<file path="config.mk">
export PLATFORM = sky130hd
export DESIGN_NAME = reaction_timer
export DESIGN_NICKNAME = d
export VERILOG_FILES = /design/src/rtl/reaction_pkg.sv /design/src/rtl/reaction_lfsr.sv /design/src/rtl/reaction_timer.sv
export SDC_FILE = /design/constraint.sdc
export NUM_CORES = 1
export LEC_CHECK = 0
export ABC_AREA = 1
export CORE_UTILIZATION = 30
export CTS_CLUSTER_SIZE = 40
export DETAILED_ROUTE_END_ITERATION = 12
export PLACE_DENSITY = 0.55
export RECOVER_POWER = 25
export SLEW_MARGIN = 20
export SYNTH_ARGS = -nofsm -noshare
export SYNTH_HDL_FRONTEND = slang
export SYNTH_HIERARCHICAL = 1
export SYNTH_SLANG_ARGS = --single-unit
</file>
<file path="constraint.sdc">
create_clock -name clk -period 1.8 [get_ports clk]
set_input_delay 0.36 -clock clk [delete_from_list [all_inputs] [get_ports clk]]
set_output_delay 0.36 -clock clk [all_outputs]
set_load 0.02 [all_outputs]
</file>
<file path="src/rtl/reaction_pkg.sv">
// Shared types and constants for the reaction game timer: FSM states,
// counter widths and the Galois LFSR step used for the pre-GO delay.
package reaction_pkg;

    typedef enum logic [2:0] {
        IDLE    = 3'd0,
        WAIT    = 3'd1,
        GO      = 3'd2,
        DONE    = 3'd3,
        FOUL    = 3'd4,
        TIMEOUT = 3'd5
    } state_t;

    localparam int RESULT_W = 14;
    localparam int DELAY_W  = 12;

    localparam logic [15:0]         LFSR_MASK  = 16'hB400;
    localparam logic [RESULT_W-1:0] BEST_RESET = 14'h3FFF;

    // Right-shifting Galois form: the bit shifted out selects the tap mask.
    function automatic logic [15:0] lfsr_step(input logic [15:0] s);
        return (s >> 1) ^ (s[0] ? LFSR_MASK : 16'h0000);
    endfunction

endpackage

</file>
<file path="src/rtl/reaction_lfsr.sv">
// 16-bit Galois LFSR with synchronous reset to SEED and a step enable.
module reaction_lfsr
    import reaction_pkg::*;
#(
    parameter logic [15:0] SEED = 16'hACE1
) (
    input  logic        clk,
    input  logic        rst,
    input  logic        en,
    output logic [15:0] state
);

    logic [15:0] state_reg;

    always_ff @(posedge clk) begin
        if (rst) begin
            state_reg <= SEED;
        end else if (en) begin
            state_reg <= lfsr_step(state_reg);
        end
    end

    assign state = state_reg;

endmodule

</file>
<file path="src/rtl/reaction_timer.sv">
// Reaction game timer: random pre-GO delay, then counts ms ticks until the press.
// Build with REACTION_BEST_TIME_EN defined to track the best (minimum) result.
module reaction_timer
    import reaction_pkg::*;
#(
    parameter int          DELAY_MIN_MS    = 1000,
    parameter int          DELAY_RAND_BITS = 11,
    parameter int          MAX_MS          = 9999,
    parameter logic [15:0] LFSR_SEED       = 16'hACE1
) (
    input  logic        clk,
    input  logic        rst,
    input  logic        ms_tick,
    input  logic        start,
    input  logic        btn,
    output logic        go_led,
    output logic        busy,
    output logic [13:0] result_ms,
    output logic        result_valid,
    output logic        foul,
    output logic        timeout,
    output logic [13:0] best_ms
);

    logic start_meta_reg, start_sync_reg, start_prev_reg;
    logic btn_meta_reg, btn_sync_reg, btn_prev_reg;
    logic start_p, btn_p;

    logic [15:0]         lfsr_state;
    logic [DELAY_W-1:0]  delay_val;
    logic                unused_lfsr_bits;

    state_t              state_reg, state_next;
    logic [DELAY_W-1:0]  delay_cnt_reg, delay_cnt_next;
    logic [RESULT_W-1:0] elapsed_reg, elapsed_next;
    logic [RESULT_W-1:0] result_ms_reg, result_ms_next;
    logic                result_valid_reg;
    logic                go_led_reg, busy_reg, foul_reg, timeout_reg;

    always_ff @(posedge clk) begin
        if (rst) begin
            start_meta_reg <= 1'b0;
            start_sync_reg <= 1'b0;
            start_prev_reg <= 1'b0;
            btn_meta_reg   <= 1'b0;
            btn_sync_reg   <= 1'b0;
            btn_prev_reg   <= 1'b0;
        end else begin
            start_meta_reg <= start;
            start_sync_reg <= start_meta_reg;
            start_prev_reg <= start_sync_reg;
            btn_meta_reg   <= btn;
            btn_sync_reg   <= btn_meta_reg;
            btn_prev_reg   <= btn_sync_reg;
        end
    end

    assign start_p = start_sync_reg & ~start_prev_reg;
    assign btn_p   = btn_sync_reg & ~btn_prev_reg;

    reaction_lfsr #(
        .SEED (LFSR_SEED)
    ) u_lfsr (
        .clk   (clk),
        .rst   (rst),
        .en    (1'b1),
        .state (lfsr_state)
    );

    assign delay_val = DELAY_W'(DELAY_MIN_MS) + DELAY_W'(lfsr_state[DELAY_RAND_BITS-1:0]);
    assign unused_lfsr_bits = ^lfsr_state[15:DELAY_RAND_BITS];

    always_ff @(posedge clk) begin
        if (rst) begin
            state_reg        <= IDLE;
            delay_cnt_reg    <= '0;
            elapsed_reg      <= '0;
            result_ms_reg    <= '0;
            result_valid_reg <= 1'b0;
            go_led_reg       <= 1'b0;
            busy_reg         <= 1'b0;
            foul_reg         <= 1'b0;
            timeout_reg      <= 1'b0;
        end else begin
            state_reg        <= state_next;
            delay_cnt_reg    <= delay_cnt_next;
            elapsed_reg      <= elapsed_next;
            result_ms_reg    <= result_ms_next;
            // DONE is only reachable from GO, so this is a one-cycle entry pulse.
            result_valid_reg <= (state_next == DONE) && (state_reg == GO);
            go_led_reg       <= (state_next == GO);
            busy_reg         <= (state_next == WAIT) || (state_next == GO);
            foul_reg         <= (state_next == FOUL);
            timeout_reg      <= (state_next == TIMEOUT);
        end
    end

    always_comb begin
        state_next     = state_reg;
        delay_cnt_next = delay_cnt_reg;
        elapsed_next   = elapsed_reg;
        result_ms_next = result_ms_reg;

        case (state_reg)
            IDLE, DONE, FOUL, TIMEOUT: begin
                if (start_p) begin
                    state_next     = WAIT;
                    delay_cnt_next = delay_val;
                    elapsed_next   = '0;
                    result_ms_next = '0;
                end
            end
            WAIT: begin
                // A press beats a final tick landing in the same cycle.
                if (btn_p) begin
                    state_next = FOUL;
                end else if (ms_tick) begin
                    if (delay_cnt_reg <= DELAY_W'(1)) begin
                        state_next   = GO;
                        elapsed_next = '0;
                    end else begin
                        delay_cnt_next = delay_cnt_reg - DELAY_W'(1);
                    end
                end
            end
            GO: begin
                if (btn_p) begin
                    state_next     = DONE;
                    result_ms_next = elapsed_reg;
                end else if (ms_tick) begin
                    if (elapsed_reg == RESULT_W'(MAX_MS - 1)) begin
                        state_next     = TIMEOUT;
                        result_ms_next = RESULT_W'(MAX_MS);
                    end else begin
                        elapsed_next = elapsed_reg + RESULT_W'(1);
                    end
                end
            end
            default: begin
                state_next = IDLE;
            end
        endcase
    end

    assign go_led       = go_led_reg;
    assign busy         = busy_reg;
    assign result_ms    = result_ms_reg;
    assign result_valid = result_valid_reg;
    assign foul         = foul_reg;
    assign timeout      = timeout_reg;

`ifdef REACTION_BEST_TIME_EN
    logic [RESULT_W-1:0] best_reg;

    always_ff @(posedge clk) begin
        if (rst) begin
            best_reg <= BEST_RESET;
        end else if (result_valid_reg && (result_ms_reg < best_reg)) begin
            best_reg <= result_ms_reg;
        end
    end

    assign best_ms = best_reg;
`else
    assign best_ms = BEST_RESET;
`endif

endmodule

</file>
==> results, run 1 <==
- The run finished with clean final reports.
- The share of cells above drive strength 1 is 0.176.
- The floorplan row count is 41.
- Clock tree synthesis selected as its root buffer the cell sky130_fd_sc_hd__clkbuf_16.
- The share of total power in the clock network is 0.312.
- The most common flop cell mapped by yosys is sky130_fd_sc_hd__dfxtp_1.
- The longest clock path from root to sink contains 2 buffers.
- The worst setup path is of the register to output pin kind.
- Cell internal power was estimated by the tool at 3.67 mW.
- The clock tree synthesis step divided the H-tree into 3 levels.
- For this run the aggregate overflow at the end of global routing stands at 0.
- The path with the worst hold slack has its endpoint at btn_sync_reg.
- Entering global routing, the biggest net connects 38 pins.
- The final worst slack is 0.133 ns.
- The element type at the critical path end is an output pin.
- In this run the cell area of the synthesized design comes to a little under 4000 um2.
- The flip-flop count of the largest register after layout is 16.
- After detailed placement, the design holds a cell count of 751.
- The depth of the worst register-to-register path is 11.
- The startpoint of the worst-slack reg-to-reg timing path is delay_cnt_reg[8].
- Each instance of the synthesized netlist takes up on average 7.06 um2.
- The post-synthesis cell type count is 41.
- The die covers ~13000 um2.
- The clock latency reported for the late side of the worst-skew pair is between 0.3 and 0.4 ns.
- The number of storage elements in the synthesis netlist is 70.
- The max-slew violation total from the final report came to 0.
- The count of nets after finishing is 601.
- The total leakage power is ~1.9 nW.
- Of all nets on the critical path, the largest fanout is 2.
- The startpoint identified for the worst hold timing path is btn_meta_reg.
- The proportion of register bits with asynchronous set or reset after synthesis is 0.
- The number of CTS-inserted buffers is 9.
- The largest single stage delay on the critical path is roughly 0.63 ns.
- TritonCTS built the clock tree.
- Compared with the post-synthesis result, the final layout area differs by 20.9%.
- The final standard cell area without fillers is 4670 um2.
- Dividing the final minimum period by the clock period gives 0.926.
- The worst-case clock skew is just over 0.004 ns.
- For this block, the via count after detailed routing is 3450.
- For this design the total switching power over the nets is around 2.1 mW.
- STA classifies the critical path startpoint as a register.
- The design draws 5.74 mW.
- The final weighted congestion in routability-driven placement is slightly above 0.8.
- The initial antenna violation count is 0.
- For this design, the CTS-stage hold fixing added 0 buffers.
- The synthesized design contains 0 enable-type register cells.
- The final hold slack is 0.402 ns.
- Walking the worst path, the cells encountered are clkdlybuf4s50_1.
- Measured along the y axis, the die boundary spans 115 um.
- The total power per unit cell area is 1230 nW/um2.
- The vias per cell is 4.49.
- The max-capacitance violation count is 0.
- Across the VDD grid, the largest voltage drop is 0.640 mV.
- In this run the horizontal extent of the chip is 115 um.
- The detailed router's first-iteration violation count is 104.
- The maximum clock frequency is around 600 MHz.
- The worst setup slack after placement is -0.101 ns.
- The proportion of synthesized chip area in sequential cells is 0.363.
- The repair_antennas step left the layout with diodes totalling 0.
- The number of buffers and inverters on the critical path is 1.
- Counting instances, the worst hold path has a depth of 2.
- The final number of setup-violating endpoints is 0.
- The number of nets with antenna violations after detailed routing is 0.
- Across all register-to-register paths, the minimum setup slack is 0.15 ns.
- The kind of cell adding the most delay to the critical path is buffers and inverters.
- The share of total power consumed by net switching is 0.361.
- The final critical path time including I/O delays and setup is between 1.5 and 2 ns.
- The count of port buffers added during placement is 23.
- The tree built by TritonCTS fans out to 70 sinks.
- The share of power burned in combinational logic is 0.356.
- After detailed routing, the total wire length is about 8600 um.
- Clock-pin slew was measured on the worst setup and hold paths at 0.06 ns.
- At the end of the flow the core is filled with cells to 0.371.
- The tightest min-delay check is of the register to register type.
- The first TritonRoute pass finished after 4 iterations.
- The via count of the first global-routing pass is around 3200.
- The number of cells in the finished layout apart from fillers is about 770.
- The total count of hold-check failures in the final report is 0.
- The data arrival time of the critical path is 1.31 ns.
- The slowest library cell on the worst path is sky130_fd_sc_hd__clkdlybuf4s50_1.
- After detailed routing, the average wire length per cell comes to 11.2 um.
- The starting density of the core is 0.307.
- The DRC violation count after routing is 0.
- At the worst endpoint, the required time is 1.44 ns.
- The number of warnings reported in the yosys synthesis log is 6.
- Once detailed placement completed, the half-perimeter wirelength came to 6230 um.
- Once placement finished, the instance area stood at about 4300 um2.
- The first global-routing pass estimated 14800 um of wire.
- The boundary pin count is 38.
- After routing, the total negative slack on setup checks comes to 0 ns.
- The worst register-to-register path ends at elapsed_reg[4].
- Setup repair after global routing left no endpoint under its margin.
- The sequential share of power is 0.332.
- The total area inside the core boundary comes to roughly 13000 um2.
- The overall global routing resource usage is 0.139.
- The count of mapped cells out of synthesis is about 550.
synthesized netlist by cell type, types with 2 or more instances:
cell | number | share of area
sky130_fd_sc_hd__a21oi_1 | 37 | 0.048
sky130_fd_sc_hd__a21oi_2 | 13 | 0.029
sky130_fd_sc_hd__buf_12 | 2 | 0.010
sky130_fd_sc_hd__buf_2 | 2 | 0.0026
sky130_fd_sc_hd__buf_4 | 15 | 0.029
sky130_fd_sc_hd__buf_6 | 6 | 0.018
sky130_fd_sc_hd__clkbuf_1 | 7 | 0.0068
sky130_fd_sc_hd__dfxtp_1 | 70 | 0.36
sky130_fd_sc_hd__ha_1 | 5 | 0.016
sky130_fd_sc_hd__inv_1 | 49 | 0.048
sky130_fd_sc_hd__inv_2 | 8 | 0.0078
sky130_fd_sc_hd__nand2_1 | 117 | 0.11
sky130_fd_sc_hd__nand2_2 | 13 | 0.021
sky130_fd_sc_hd__nand3_1 | 32 | 0.041
sky130_fd_sc_hd__nand3_4 | 3 | 0.014
sky130_fd_sc_hd__nor2_1 | 74 | 0.072
sky130_fd_sc_hd__nor2_2 | 3 | 0.0049
sky130_fd_sc_hd__nor2_4 | 2 | 0.0058
sky130_fd_sc_hd__nor3_1 | 9 | 0.012
sky130_fd_sc_hd__o211ai_2 | 2 | 0.0065
sky130_fd_sc_hd__o21ai_0 | 36 | 0.047
sky130_fd_sc_hd__o21ai_1 | 8 | 0.010
sky130_fd_sc_hd__o21ai_2 | 4 | 0.0091
sky130_fd_sc_hd__xnor2_1 | 4 | 0.0091
sky130_fd_sc_hd__xor2_1 | 10 | 0.023
power groups by stage:
stage | Sequential (mW) | Clock, mW | Combinational, mW
finish | 1.91 | 1.79 | 2.04
detailed placement | 1.93 | 0 | 1.98
CTS | 1.90 | 1.83 | 1.99
floorplan | 1.98 | 0 | 1.40
global route | 1.94 | 1.90 | 2.30
global placement | 1.93 | 0 | 1.95
logic make-up (layout without fill, tap and decap cells):
group | count (synthesis) | in the layout | share of synthesized area
compound gates | 104 | 104 | 0.160
xor+xnor | 14 | 14 | 0.0318
fa+ha+maj | 5 | 5 | 0.0162
buf+inv | 92 | 127 | 0.127
flops | 70 | 70 | 0.363
other cells | 1 | 15 | 0.000972
simple gates | 261 | 261 | 0.301
how the worst max path moves through the flow:
stage,start,end,depth (start not counted)
final,result_ms[10],result_ms[10],1
after global routing,delay_cnt_reg[8],elapsed_reg[11],11
after CTS,delay_cnt_reg[0],delay_cnt_reg[10],11
after detailed placement,ms_tick,delay_cnt_reg[10],9
after global placement,ms_tick,delay_cnt_reg[10],9
after floorplan,elapsed_reg[0],elapsed_reg[0],12
metal layers:
| layer | GRT usage | vias up | wire, um |
|---|---|---|---|
| li1 | - | 1808 | - |
| met1 | 0.165 | 1580 | 3960 |
| met2 | 0.242 | 47 | 4210 |
| met3 | 0.0335 | 15 | 291 |
| met4 | 0.0563 | 0 | 165 |
| met5 | 0 | - | 0 |
final cells by class:
| type | count | area, um2 |
|---|---|---|
| Fill cell | 1358 | 7900 |
| Inverter | 59 | 239 |
| Multi-Input combinational cell | 399 | 2040 |
| Clock buffer | 10 | 239 |
| Tap cell | 172 | 215 |
| Timing Repair Buffer | 52 | 470 |
| Clock inverter | 6 | 61.3 |
| Sequential cell | 70 | 1400 |
placed cells by master (no fill, tap or decap), types with 2 or more instances in the layout:
cell,instances
sky130_fd_sc_hd__o21ai_0,38
sky130_fd_sc_hd__clkbuf_16,9
sky130_fd_sc_hd__clkdlybuf4s50_1,22
sky130_fd_sc_hd__nor2_1,73
sky130_fd_sc_hd__xnor2_1,4
sky130_fd_sc_hd__conb_1,15
sky130_fd_sc_hd__a21oi_1,37
sky130_fd_sc_hd__nand3_1,31
sky130_fd_sc_hd__clkinv_2,3
sky130_fd_sc_hd__o21ai_2,3
sky130_fd_sc_hd__a21oi_2,12
sky130_fd_sc_hd__ha_1,4
sky130_fd_sc_hd__buf_12,2
sky130_fd_sc_hd__nor2_4,3
sky130_fd_sc_hd__inv_2,10
sky130_fd_sc_hd__a21oi_4,2
sky130_fd_sc_hd__buf_4,26
sky130_fd_sc_hd__nor2_2,3
sky130_fd_sc_hd__nor3_1,9
sky130_fd_sc_hd__xor2_1,10
sky130_fd_sc_hd__inv_1,47
sky130_fd_sc_hd__dfxtp_1,69
sky130_fd_sc_hd__nand3_4,3
sky130_fd_sc_hd__o21ai_1,7
sky130_fd_sc_hd__nand2_2,14
sky130_fd_sc_hd__nand3_2,2
sky130_fd_sc_hd__nand2_1,116
what timing repair did:
| action | CTS | global route |
|---|---|---|
| buffers inserted | 0 | 1 |
| endpoints found under the setup margin | 0 | 31 |
| resized for setup | 0 | 14 |
Note: power is estimated with default switching activity, not from simulation.
==> run 2: changes to the inputs <==
--- a/config.mk
+++ b/config.mk
@@ -9,6 +9,7 @@
 export CORE_UTILIZATION = 30
 export CTS_CLUSTER_SIZE = 40
 export DETAILED_ROUTE_END_ITERATION = 12
+export HOLD_SLACK_MARGIN = 0.12
 export PLACE_DENSITY = 0.55
 export RECOVER_POWER = 25
 export SLEW_MARGIN = 20
==> results of run 2 <==
The final DEF is identical to that of run 1; final timing and power are the same.
==> run 3: changes to the inputs <==
--- a/config.mk
+++ b/config.mk
@@ -6,14 +6,14 @@
 export NUM_CORES = 1
 export LEC_CHECK = 0
 export ABC_AREA = 1
+export ABC_CLOCK_PERIOD_IN_PS = 1800
 export CORE_UTILIZATION = 30
 export CTS_CLUSTER_SIZE = 40
 export DETAILED_ROUTE_END_ITERATION = 12
 export HOLD_SLACK_MARGIN = 0.12
-export PLACE_DENSITY = 0.55
+export PLACE_DENSITY = 0.56
 export RECOVER_POWER = 25
 export SLEW_MARGIN = 20
 export SYNTH_ARGS = -nofsm -noshare
 export SYNTH_HDL_FRONTEND = slang
-export SYNTH_HIERARCHICAL = 1
 export SYNTH_SLANG_ARGS = --single-unit
==> run 3 against run 2 <==
Effect of this change:
- the run now ends with design-rule violations left
- register-to-register slack got worse by 0.07 ns
- final cell count decreased by 4.3%
- largest cell class unchanged
- critical path type is now register to register
- sequential share of layout area increased by 0.49 points
==> results, run 3 <==
- The nature of the critical path startpoint is a register.
- The share of cells above drive strength 1 is 0.152 (-0.0241).
- The max-capacitance violation count is 0 (unchanged).
- The largest fanout of any net on the critical path is 3 (+1).
- The final weighted congestion in routability-driven placement is 0.885 (+8.0%).
- The number of nets with antenna violations after detailed routing is 0 (unchanged).
- The checks that failed: design-rule violations.
- The count of placed standard cells including taps was 718 (-4.4%).
- The vertical die dimension is 112 um (-3.1%).
- The floorplan row count is 39 (-4.9%).
- The proportion of synthesized chip area in sequential cells came to 0.387 (+0.0244).
- STA classifies the critical path endpoint as a register.
- The placeable core region came to 11600 um2 (-8.0%).
- The average cell area after synthesis is 6.70 um2 (-5.1%).
- In the layout the commonest cells are sky130_fd_sc_hd__nand2_1 (120), sky130_fd_sc_hd__nor2_1 (97), sky130_fd_sc_hd__dfxtp_1 (69), sky130_fd_sc_hd__inv_1 (50), sky130_fd_sc_hd__a21oi_1 (44).
- The commonest cells after synthesis are sky130_fd_sc_hd__nand2_1 (127), sky130_fd_sc_hd__nor2_1 (100), sky130_fd_sc_hd__dfxtp_1 (70), sky130_fd_sc_hd__inv_1 (52), sky130_fd_sc_hd__a21oi_1 (48).
- The clock tree buffer depth is 2 (unchanged).
- The buffer cell driving the clock tree root is sky130_fd_sc_hd__clkbuf_16.
- The type of the tightest min-delay check is register to register.
- The number of storage elements in the synthesis netlist came to 70 (unchanged).
- The core occupancy in the finished layout is 0.397 (+0.0257).
- The die span in x came to 112 um (-3.1%).
- The count of nets after finishing was 598 (-0.50%).
- The worst ir drop on vdd is 0.451 mV (-30%).
- The final worst slack came to 0.0757 ns (-0.0572 ns).
- The mapped cell area is 3620 um2 (-6.3%).
- The total leakage power is 1.88 nW (-1.4%).
- Relative to the synthesized area, the layout overhead comes to 26.9%.
- The global-route wire length before repair is 14900 um (+0.94%).
- Ranked by total cell area, the synthesized netlist is headed by sky130_fd_sc_hd__dfxtp_1 (39%), sky130_fd_sc_hd__nand2_1 (13%), sky130_fd_sc_hd__nor2_1 (10%).
- The post-synthesis cell type count is 32 (-22%).
- The aggregate global routing overflow was 0 (unchanged).
- The most frequently used cell type in the post-synthesis netlist is sky130_fd_sc_hd__nand2_1.
- The via count of the first global-routing pass is 3204 (-1.1%).
- The dominant cell type by area after synthesis is sky130_fd_sc_hd__dfxtp_1.
- Setup repair after global routing could not meet its margin everywhere.
- The run finished, with violations left.
- Leaving out fill and tap cells, the most frequent cell in the layout is sky130_fd_sc_hd__nand2_1.
- The total count of hold-check failures in the final report is 0 (unchanged).
- The count of port buffers added during placement is 23 (unchanged).
- The flip-flop count of the largest register after layout came to 16 (unchanged).
- The proportion of register bits with asynchronous set or reset after synthesis was 0 (unchanged).
- The total iterations of the first detailed-routing run is 10 (+6).
- The placed wire-length estimate is 6260 um (+0.46%).
- The initial antenna violation count is 0 (unchanged).
- The area share of the largest cell type after synthesis is 0.387 (+0.0244).
- TritonCTS built the clock tree.
- The data arrival time of the critical path came to 1.95 ns (+0.64 ns).
- The clock-pin slew on the worst setup and hold paths is 0.06 ns (about the same).
- The final hold slack is 0.401 ns (-0.00144 ns).
- The number of warnings reported in the yosys synthesis log is 0 (-6).
- The share of the clock period used by the worst path is 0.958 (+0.0318).
- The final number of setup-violating endpoints is 0 (unchanged).
- The count of flip-flops with a built-in enable after synthesis is 0 (unchanged).
- The maximum number of pins on one net before global-route repair is 29 (-24%).
- The worst setup slack after placement came to -0.148 ns (-0.0464 ns).
- The boundary pin count is 38 (unchanged).
- The detailed router's first-iteration violation count came to 179 (+72%).
- The number of CTS-inserted buffers is 9 (unchanged).
- The count of mapped cells out of synthesis is 540 (-1.3%).
- The clock latency reported for the late side of the worst-skew pair is 0.33 ns (about the same).
- The overall global routing resource usage is 0.150 (+0.0101).
- The maximum clock frequency came to 580 MHz (-3.3%).
- The worst-case clock skew is 0.00476 ns (+0.000684 ns).
- For this run, the leading register cell type out of synthesis is sky130_fd_sc_hd__dfxtp_1.
- The starting density of the core is 0.313 (+0.00566).
- The total wire length after detailed routing came to 8900 um (+3.2%).
- The max-slew violation total from the final report is 0 (unchanged).
- The die area came to 12500 um2 (-6.2%).
- The total power draw is 5.69 mW (-0.80%).
- The required time at the worst-slack endpoint is 2.03 ns (+0.59 ns).
- The number of cells in the finished layout apart from fillers is 735 (-4.3%).
- The number of H-tree branching levels is 3 (unchanged).
- The number of diodes is 0 (unchanged).
- The vias per cell was 4.63 (+3.1%).
- The total power per unit cell area was 1240 nW/um2 (+0.82%).
- The routed via count is 3404 (-1.3%).
- The number of hold buffers added after cts is 0 (unchanged).
- The clock sink count is 70 (unchanged).
- The DRC violation count after routing is 6 (+6).
- The wire length per cell is 12.1 um (+7.8%).
- The setup path with the least slack is of type register to register.
- The final critical path time including I/O delays and setup is 1.72 ns (+0.0572 ns).
run 3: cell types whose count changed in the layout (fill, tap and decap cells not counted), sizes merged, moves of 4 or more:
| cell | before | now |
|---|---|---|
| nor2 | 79 | 106 |
| inv | 58 | 53 |
| nor3 | 9 | 4 |
| clkinv | 5 | 0 |
| o21ai | 48 | 33 |
| buf | 29 | 36 |
| nand4 | 2 | 6 |
| nand3 | 36 | 25 |
run 3: power by group:
part | internal (mW) | switching, mW
logic | 0.810 | 1.24
clock network | 1.10 | 0.652
registers | 1.74 | 0.147
run 3: per-layer routing:
metal | track usage | share of wire | up-vias
met5 | 0 | 0 | -
met4 | 0.0658 | 0.016 | 0
met3 | 0.0354 | 0.036 | 15
met2 | 0.242 | 0.46 | 66
met1 | 0.189 | 0.49 | 1563
li1 | - | - | 1760
run 3: logic make-up (layout without fill, tap and decap cells):
family | after synthesis | count (layout) | share of synthesized area
buffers and inverters | 89 | 128 | 0.115
flip-flops | 70 | 70 | 0.387
XOR/XNOR | 17 | 17 | 0.0412
adder cells (fa/ha/maj) | 5 | 5 | 0.0173
AO/OA/AOI/OAI | 85 | 85 | 0.121
other | 1 | 14 | 0.00104
AND/OR/NAND/NOR | 273 | 273 | 0.317
run 3: layout make-up:
| class | count | area [um2] |
|---|---|---|
| fillers | 1215 | 6970 |
| multi-input cells | 394 | 1950 |
| flip-flops and latches | 70 | 1400 |
| repair buffers | 59 | 562 |
| clock buffers | 12 | 246 |
| inverters | 54 | 206 |
| well taps | 143 | 179 |
| clock inverters | 3 | 45.0 |
run 3: worst paths after layout:
| path | slack [ns] | from | end | depth (start not counted) |
|---|---|---|---|---|
| max | 0.08 | elapsed_reg[0] | busy | 14 |
| min | 0.40 | btn_meta_reg | btn_sync_reg | 2 |
| max reg2reg | 0.08 | elapsed_reg[0] | busy | 14 |
| min reg2reg | 0.40 | btn_meta_reg | btn_sync_reg | 2 |
run 3: per-stage QoR:
step	cell area, um2	setup TNS [ns]
2_1_floorplan	3670	0
3_3_place_gp	4170	-0.818
3_5_place_dp	4170	-1.18
4_1_cts	4460	0
5_1_grt	4590	-0.0423
6_report	4590	0
run 3: timing repair:
item	in CTS	in global routing
setup buffers	0	2
setup endpoints to repair	7	41
gates resized for setup	2	36
pin swaps	0	6
run 3: critical path, cell delays in order, from the launching register on:
cell and delay, ns:
sky130_fd_sc_hd__dfxtp_2 0.32, sky130_fd_sc_hd__inv_2 0.07, sky130_fd_sc_hd__ha_4 0.14, sky130_fd_sc_hd__inv_1 0.04, sky130_fd_sc_hd__nor2_1 0.12, sky130_fd_sc_hd__nand2_2 0.09
sky130_fd_sc_hd__nor2_4 0.14, sky130_fd_sc_hd__nand3_2 0.12, sky130_fd_sc_hd__buf_6 0.14, sky130_fd_sc_hd__nand2_1 0.05, sky130_fd_sc_hd__nand2_1 0.07, sky130_fd_sc_hd__nand2_1 0.10
sky130_fd_sc_hd__nand2_2 0.08, sky130_fd_sc_hd__nand3_2 0.08, sky130_fd_sc_hd__nand2_1 0.05
